<file path="src/rtl/lsu_pkg.sv">
// Shared funct3 codes, FSM encoding and access-size decode for the load/store unit.
package lsu_pkg;

  localparam logic [2:0] F3_B  = 3'b000;
  localparam logic [2:0] F3_H  = 3'b001;
  localparam logic [2:0] F3_W  = 3'b010;
  localparam logic [2:0] F3_BU = 3'b100;
  localparam logic [2:0] F3_HU = 3'b101;

  typedef enum logic [1:0] {
    IDLE = 2'd0,
    RD   = 2'd1,
    WR   = 2'd2,
    RESP = 2'd3
  } lsu_state_e;

  typedef enum logic [1:0] {
    SzByte = 2'd0,
    SzHalf = 2'd1,
    SzWord = 2'd2
  } lsu_size_e;

  // Unknown width codes fall back to a full-word access.
  function automatic lsu_size_e f3_size(input logic [2:0] f3);
    case (f3)
      F3_B, F3_BU: f3_size = SzByte;
      F3_H, F3_HU: f3_size = SzHalf;
      default:     f3_size = SzWord;
    endcase
  endfunction

  function automatic logic f3_bad(input logic [2:0] f3, input logic [1:0] lane);
    case (f3)
      F3_B, F3_BU: f3_bad = 1'b0;
      F3_H, F3_HU: f3_bad = lane[0];
      F3_W:        f3_bad = (lane != 2'b00);
      default:     f3_bad = 1'b1;
    endcase
  endfunction

endpackage

</file>
<file path="src/rtl/lsu_align.sv">
// Combinational lane logic: load byte/half extract with sign/zero extension and store lane merge.
module lsu_align
  import lsu_pkg::*;
#(
  parameter int unsigned XLEN = 32
) (
  input  logic [2:0]      funct3,
  input  logic [1:0]      lane,
  input  logic [XLEN-1:0] rword,
  input  logic [XLEN-1:0] wdata,
  output logic [XLEN-1:0] load_data,
  output logic [XLEN-1:0] merged
);

  logic [7:0]  byte_v;
  logic [15:0] half_v;

  always_comb begin
    byte_v    = rword[{lane, 3'b000} +: 8];
    half_v    = rword[{lane[1], 4'b0000} +: 16];
    load_data = rword;
    merged    = wdata;
    case (funct3)
      F3_B:    load_data = {{(XLEN-8){byte_v[7]}}, byte_v};
      F3_BU:   load_data = {{(XLEN-8){1'b0}}, byte_v};
      F3_H:    load_data = {{(XLEN-16){half_v[15]}}, half_v};
      F3_HU:   load_data = {{(XLEN-16){1'b0}}, half_v};
      default: load_data = rword;
    endcase
    case (f3_size(funct3))
      SzByte: begin
        merged = rword;
        merged[{lane, 3'b000} +: 8] = wdata[7:0];
      end
      SzHalf: begin
        merged = rword;
        merged[{lane[1], 4'b0000} +: 16] = wdata[15:0];
      end
      default: merged = wdata;
    endcase
  end

endmodule

</file>
<file path="src/rtl/load_store_unit.sv">
// Data-memory initiator: one request at a time, sub-word stores by read-modify-write.
// Optional LSU_MISALIGN_TRAP_EN returns resp_err for misaligned or illegal-width requests.
module load_store_unit
  import lsu_pkg::*;
#(
  parameter int unsigned XLEN   = 32,
  parameter int unsigned MEM_AW = 10
) (
  input  logic            clk,
  input  logic            rst,
  input  logic            req_valid,
  output logic            req_ready,
  input  logic            req_we,
  input  logic [2:0]      req_funct3,
  input  logic [XLEN-1:0] req_addr,
  input  logic [XLEN-1:0] req_wdata,
  output logic            resp_valid,
  output logic [XLEN-1:0] resp_rdata,
  output logic            resp_err,
  output logic [XLEN-1:0] mem_addr,
  output logic [XLEN-1:0] mem_wdata,
  output logic            mem_we,
  input  logic [XLEN-1:0] mem_rdata
);

  lsu_state_e state_q, state_d;

  logic [MEM_AW+1:0] addr_q;
  logic [2:0]        f3_q;
  logic              we_q;
  logic [XLEN-1:0]   wdata_q;
  logic [XLEN-1:0]   wword_q;
  logic [XLEN-1:0]   rdata_q;
  logic [XLEN-1:0]   load_data;
  logic [XLEN-1:0]   merged;
  logic              accept;
  logic              trap_bad;

  // Address bits above the memory window wrap silently.
  logic unused_addr_bits;
  assign unused_addr_bits = ^req_addr[XLEN-1:MEM_AW+2];

`ifdef LSU_MISALIGN_TRAP_EN
  logic err_q;
  assign trap_bad = f3_bad(req_funct3, req_addr[1:0]);
  assign resp_err = err_q && (state_q == RESP);

  always_ff @(posedge clk or posedge rst) begin
    if (rst) begin
      err_q <= 1'b0;
    end else if (accept) begin
      err_q <= trap_bad;
    end
  end
`else
  assign trap_bad = 1'b0;
  assign resp_err = 1'b0;
`endif

  assign accept     = req_valid && (state_q == IDLE);
  assign req_ready  = (state_q == IDLE);
  assign resp_valid = (state_q == RESP);
  assign resp_rdata = rdata_q;
  assign mem_we     = (state_q == WR);
  assign mem_addr   = {{(XLEN-MEM_AW){1'b0}}, addr_q[MEM_AW+1:2]};
  assign mem_wdata  = wword_q;

  lsu_align #(
    .XLEN(XLEN)
  ) u_align (
    .funct3   (f3_q),
    .lane     (addr_q[1:0]),
    .rword    (mem_rdata),
    .wdata    (wdata_q),
    .load_data(load_data),
    .merged   (merged)
  );

  always_comb begin
    state_d = state_q;
    unique case (state_q)
      IDLE: begin
        if (req_valid) begin
          if (trap_bad) begin
            state_d = RESP;
          end else if (req_we && (f3_size(req_funct3) == SzWord)) begin
            state_d = WR;
          end else begin
            state_d = RD;
          end
        end
      end
      RD:      state_d = we_q ? WR : RESP;
      WR:      state_d = RESP;
      RESP:    state_d = IDLE;
      default: state_d = IDLE;
    endcase
  end

  always_ff @(posedge clk or posedge rst) begin
    if (rst) begin
      state_q <= IDLE;
      addr_q  <= '0;
      f3_q    <= '0;
      we_q    <= 1'b0;
      wdata_q <= '0;
      wword_q <= '0;
      rdata_q <= '0;
    end else begin
      state_q <= state_d;
      if (accept) begin
        addr_q  <= req_addr[MEM_AW+1:0];
        f3_q    <= req_funct3;
        we_q    <= req_we;
        wdata_q <= req_wdata;
        wword_q <= req_wdata;
        if (trap_bad) begin
          rdata_q <= '0;
        end
      end
      if (state_q == RD) begin
        if (we_q) begin
          wword_q <= merged;
        end else begin
          rdata_q <= load_data;
        end
      end
      if (state_q == WR) begin
        rdata_q <= '0;
      end
    end
  end

endmodule

</file>
<file path="config.mk">
export PLATFORM = sky130hd
export DESIGN_NAME = load_store_unit
export DESIGN_NICKNAME = d
export VERILOG_FILES = /design/src/rtl/lsu_pkg.sv /design/src/rtl/lsu_align.sv /design/src/rtl/load_store_unit.sv
export SDC_FILE = /design/constraint.sdc
export NUM_CORES = 1
export LEC_CHECK = 0
export CAP_MARGIN = 20
export CORE_MARGIN = 3
export CORE_UTILIZATION = 50
export CTS_CLUSTER_SIZE = 28
export DETAILED_ROUTE_END_ITERATION = 7
export PLACE_DENSITY = 0.95
export SYNTH_ARGS = -nofsm -noshare
export SYNTH_HDL_FRONTEND = slang
export SYNTH_SLANG_ARGS = --single-unit
</file>
<file path="constraint.sdc">
create_clock -name clk -period 8.9 [get_ports clk]
set_input_delay 2.67 -clock clk [delete_from_list [all_inputs] [get_ports clk]]
set_output_delay 2.67 -clock clk [all_outputs]
set_load 0.02 [all_outputs]
</file>
Word-level counts from Yosys, hierarchy flattened
Index checks and enable logic that the tools add are counted.

Bits in registers: 114. Output and inout bits: 100.

$add $sub $neg: 2. Eq/ne operators: 13. Shift-type cells: 6. Mux-type cells: 18. Reduce and logical (&&, ||, !) cells: 12.

Operator list (count): $mux W32 (6); $pmux W32 S4 (1); $bwmux W32 (2); $pmux W32 S2 (1); $shift A16 B7 Y32 const A (1); $shift A8 B7 Y32 const A (1); $shiftx A16 B7 Y32 (1); $shiftx A32 B6 Y16 (1); $shiftx A32 B6 Y8 (1); $shiftx A8 B7 Y32 (1); $neg A5 Y7 (2); $eq A3 B3 Y1 const B (4); $mux W2 (4); $pmux W2 S2 (2); $pmux W2 S4 (1); $reduce_or A2 Y1 (4); $eq A2 B2 Y1 const B (3); $eq A3 B1 Y1 const B (2); $logic_not A3 Y1 (2); $eq A2 B1 Y1 const B (2); $logic_not A2 Y1 (2); $ne A2 B2 Y1 const B (2); $logic_and A1 B1 Y1 (2); $reduce_and A2 Y1 (1); 2 further kinds (2).

Depth between registers and ports, before layout
Word-level depth: 10. Mapped depth: 8. Gate-level depth less buffers: 6.

By module
From an unflattened synthesis, not the netlist that was laid out.

Cell total of the unflattened synthesis: 653. Area total of the unflattened synthesis: 6915.4 um2.

By module, submodules not included: load_store_unit (times used 1, cells each 394, area each 5113.7 um2, sequential area each 2852.7 um2); lsu_align (times used 1, cells each 259, area each 1801.7 um2, sequential area each 0.0 um2).

Worst setup path after synthesis
No wires, ideal clock.

Path kind: input to register. From: in mem_rdata[7]. To: reg rdata_q[16], in the netlist resp_rdata[16]. Setup time: 0.126 ns. Arrival time: 3.629 ns. Setup slack: 5.145 ns. Stages on the path: 5. Path buffers: 1. Path through: or3b_1 a21oi_1 o311a_4 buf_6 a221o_1.

Longest elaborated chain between the ends: 5.

Ends and longest elaborated chain: start, declared (line load_store_unit.sv:23) `input logic [XLEN-1:0] mem_rdata`; $shiftx A32 B6 Y8 (line lsu_align.sv:19) `byte_v = rword[{lane, 3'b000} +: 8];`; $pmux W32 S4 (line lsu_align.sv:23) `case (funct3)`; $mux W32 (line load_store_unit.sv:122) `if (we_q) begin`; $mux W32 (line load_store_unit.sv:121) `if (state_q == RD) begin`; $mux W32 (line load_store_unit.sv:128) `if (state_q == WR) begin`; end signal, assigned (line load_store_unit.sv:125) `rdata_q <= load_data;`; end, declared (line load_store_unit.sv:33) `logic [XLEN-1:0] rdata_q;`.

No other way between the ends. The select of a mux whose other input is x is not followed. A chain may end at the register's enable or synchronous reset.

Final worst setup path
From: reg state_q[0]. To: out mem_we.

Longest elaborated chain between the ends: 1.

Ends and longest elaborated chain: start, declared (line load_store_unit.sv:26) `lsu_state_e state_q, state_d;`; start signal, assigned (line load_store_unit.sv:110) `state_q <= state_d;`; $eq A2 B2 Y1 (line load_store_unit.sv:64) `assign mem_we = (state_q == WR);`; end, declared (line load_store_unit.sv:22) `output logic mem_we,`.

No other way between the ends.

==> flow_summary_export.csv <==
group,metric,value,unit
timing,rsz0062_at_grt,"no",
global_routing,grt_max_degree,75,
logic_synthesis,ys_types,50,
logic_synthesis,synth_seq_cells,114,
cts,cts_resized,0,
global_routing,antenna_found_initial,0,
hold_path,hold_start,"addr_q[2]",
global_routing,globalRouteOverflowTotal,0,
cts,cts_hold_buf,0,
cts,path_clk_slew,0.06,ns
layout,nets,893,
routing,postRouteAntennaNets,0,
cts,clk_latency,0.41,ns
place,dp.cells,904,
power_and_ir_drop,vdd_ir_drop_max,179,uV
hold_path,whs_path_depth,2,
floorplanning,fp.dieW,116,microns
cts,cts_made_buffers,17,
setup_path,cp_max_fo,6,
timing,skew,0.00587,ns
layout,multi_input_area,2750,sq um
logic_synthesis,ys_top_cells_by_area,"dfrtp_1 47%, nand2_1 12%, a221o_1 5.3%",
layout,drive_gt1_share,6.56,%
place,io_buffer_count,159,
setup_path,worstPathRequired,6.23,ns
setup_path,r2r_slack,5.85,ns
layout,final_util,69.8,%
routing,firstDrtPassIters,7,
floorplanning,core,11600,sq um
hold_path,hp-class,"reg -> reg",
logic_synthesis,async_flop_share,100,%
layout,final_cells,936,
timing,finalCritPeriodShare,52.3,%
setup_path,r2r_end,"mem_wdata[17]",
power_and_ir_drop,leakage,3.70,nW
routing,dr.first_iter.drc_count,854,
routing,drt-total-wl,19400,microns
setup_path,cp-end-kind,"output port",
routing,drc,0,
logic_synthesis,synth-edff-count,0,
global_routing,grt.total_usage,29.2,%
layout,num_antenna_cells,0,
floorplanning,die_h,116,microns
logic_synthesis,synth_area,6060,sq um
setup_path,critical_path_class,"reg -> out",
setup_path,cp.arrival,1.98,ns
logic_synthesis,avgSynthCellArea,9.26,sq um
timing,setup_tns,0,ns
status,status,"finished, final reports clean",
place,place_congestion,0.997,
place,pre_cts_ws,4.11,ns
timing,tightest_slew,1.00,ns
global_routing,grt_pass1_vias,5540,
cts,max-clock-path-buffers,2,
routing,routed_via_density,6.11,
hold_path,holdPathEnd,"addr_q[2]",
floorplanning,dieArea,13500,sq um
layout,fill_cells,821,
layout,seq_area,2850,sq um
cts,cts-root-buf,"clkbuf_16",
logic_synthesis,synth.largest_area_cell,"dfrtp_1",
global_routing,grt_first_pass_wirelength,30000,microns
power_and_ir_drop,cellPowerDensity,410,nW/um^2
cts,clock_sinks,114,
logic_synthesis,syn_inst,655,
place,dp_hpwl,13500,microns
routing,wl_per_cell,20.7,microns
floorplanning,io_pins,203,
timing,period_minus_slack,4.65,ns
logic_synthesis,yosys_warnings,0,
logic_synthesis,synthFlopType,"dfrtp_1",
timing,drv_slew,0,
floorplanning,rows,39,
floorplanning,initial_core_util,52.2,%
layout,syn_to_final_growth,33.8,%
layout,final_common_cell,"nand2_1",
cts,htreeDepth,4,
flow_run,cap_violations,0,
cts,cts_tree,"built",
cts,postCtsSetupBuffers,0,
setup_path,timing.rr.start,"addr_q[1]",
timing,setup_violations,0,
layout,layout_common_cells,"188 x nand2_1, 159 x clkdlybuf4s50_1, 114 x dfrtp_1",
setup_path,crit_path_start_kind,"flip-flop",
setup_path,startpoint,"state_q[0]",
timing,fmax,215,MHz
routing,num_vias,5720,
logic_synthesis,synth.top_cell.area_share,47.1,%
timing,worst_slack,4.25,ns
logic_synthesis,yosysSeqAreaShare,47.1,%
timing,max-slew-margin-rel,33.0,%
timing,hold_viol,0,
setup_path,r2r_cells,6,
==> per-layer routing <==
layer,global-route usage (%),share of wire [%],up-vias
met5,0,0,-
met4,12.1,3.8,0
met3,9.27,12,60
met2,44.2,45,398
met1,39.0,39,2719
li1,-,-,2543
==> critical path: stages (launching register included) <==
cell	delay, ns
dfrtp_1	0.41
inv_1	0.10
ha_1	0.39
clkdlybuf4s50_1	0.68
==> synthesized netlist by cell type (2+ instances only) <==
library cell and instances:
o32ai_1 7, o21a_1 7, nand4_1 10, nor2b_1 3
nor2_1 7, buf_1 4, o221ai_1 7, ha_1 9
o21ai_0 23, mux2i_1 8, nand3_1 8, a21oi_1 43
a31oi_1 2, a221o_1 32, buf_2 18, a32oi_1 8
a22o_1 13, mux2_2 3, a211oi_1 3, inv_1 18
nand2b_1 5, clkbuf_1 20, buf_4 35, and2_1 4
o211ai_1 5, nand2_1 189, a211o_1 11, dfrtp_1 114
buf_6 3, nor3b_1 7, or3b_1 2, a221oi_1 9
==> cell families (layout without fill, tap and decap cells) <==
| family | after synthesis | count (layout) | synth area share, % |
|---|---|---|---|
| fa+ha+maj | 9 | 9 | 1.86 |
| flops | 114 | 114 | 47.1 |
| mux | 12 | 12 | 2.25 |
| compound gates | 179 | 179 | 22.6 |
| simple gates | 241 | 241 | 17.1 |
| other cells | 1 | 23 | 0.0619 |
| buf+inv | 99 | 215 | 9.04 |
==> worst max-delay path by stage <==
stage	to	slack, ns	depth (start not counted)
2_1_floorplan	addr_q[0]	3.21	1
3_3_place_gp	mem_wdata[16]	4.21	5
3_5_place_dp	mem_wdata[16]	4.11	5
4_1_cts	mem_we	4.26	3
5_1_grt	mem_we	4.22	3
6_report	mem_we	4.25	3
==> power breakdown <==
group	total [mW]	internal [mW]	switching [mW]	leakage, nW
clock	0.711	0.465	0.246	0.291
combinational	1.63	0.701	0.930	1.98
sequential	0.980	0.765	0.215	1.43
==> sequential cells by signal, summed over array words and instances (netlist names) <==
register / count
mem_wdata: 32
wdata_q: 32
resp_rdata: 32
addr_q: 12
state_q: 2
f3_q: 3
we_q: 1
==> through the flow <==
step	hold slack [ns]	power (mW)	cell area, sq um
floorplan	0.446	2.02	6140
global placement	0.457	2.52	7490
detailed placement	0.465	2.57	7490
CTS	0.480	3.30	8100
global route	0.491	3.51	8110
finish	0.477	3.32	8110
==> area by class of cell <==
type                    count  area share [%]
clock inverters            14            2.31
repair buffers            165            20.2
flip-flops and latches    114            35.2
clock buffers              17            5.25
well taps                 143            2.21
inverters                  19           0.910
multi-input cells         464            33.9
Power figures use the tool's default switching activity.
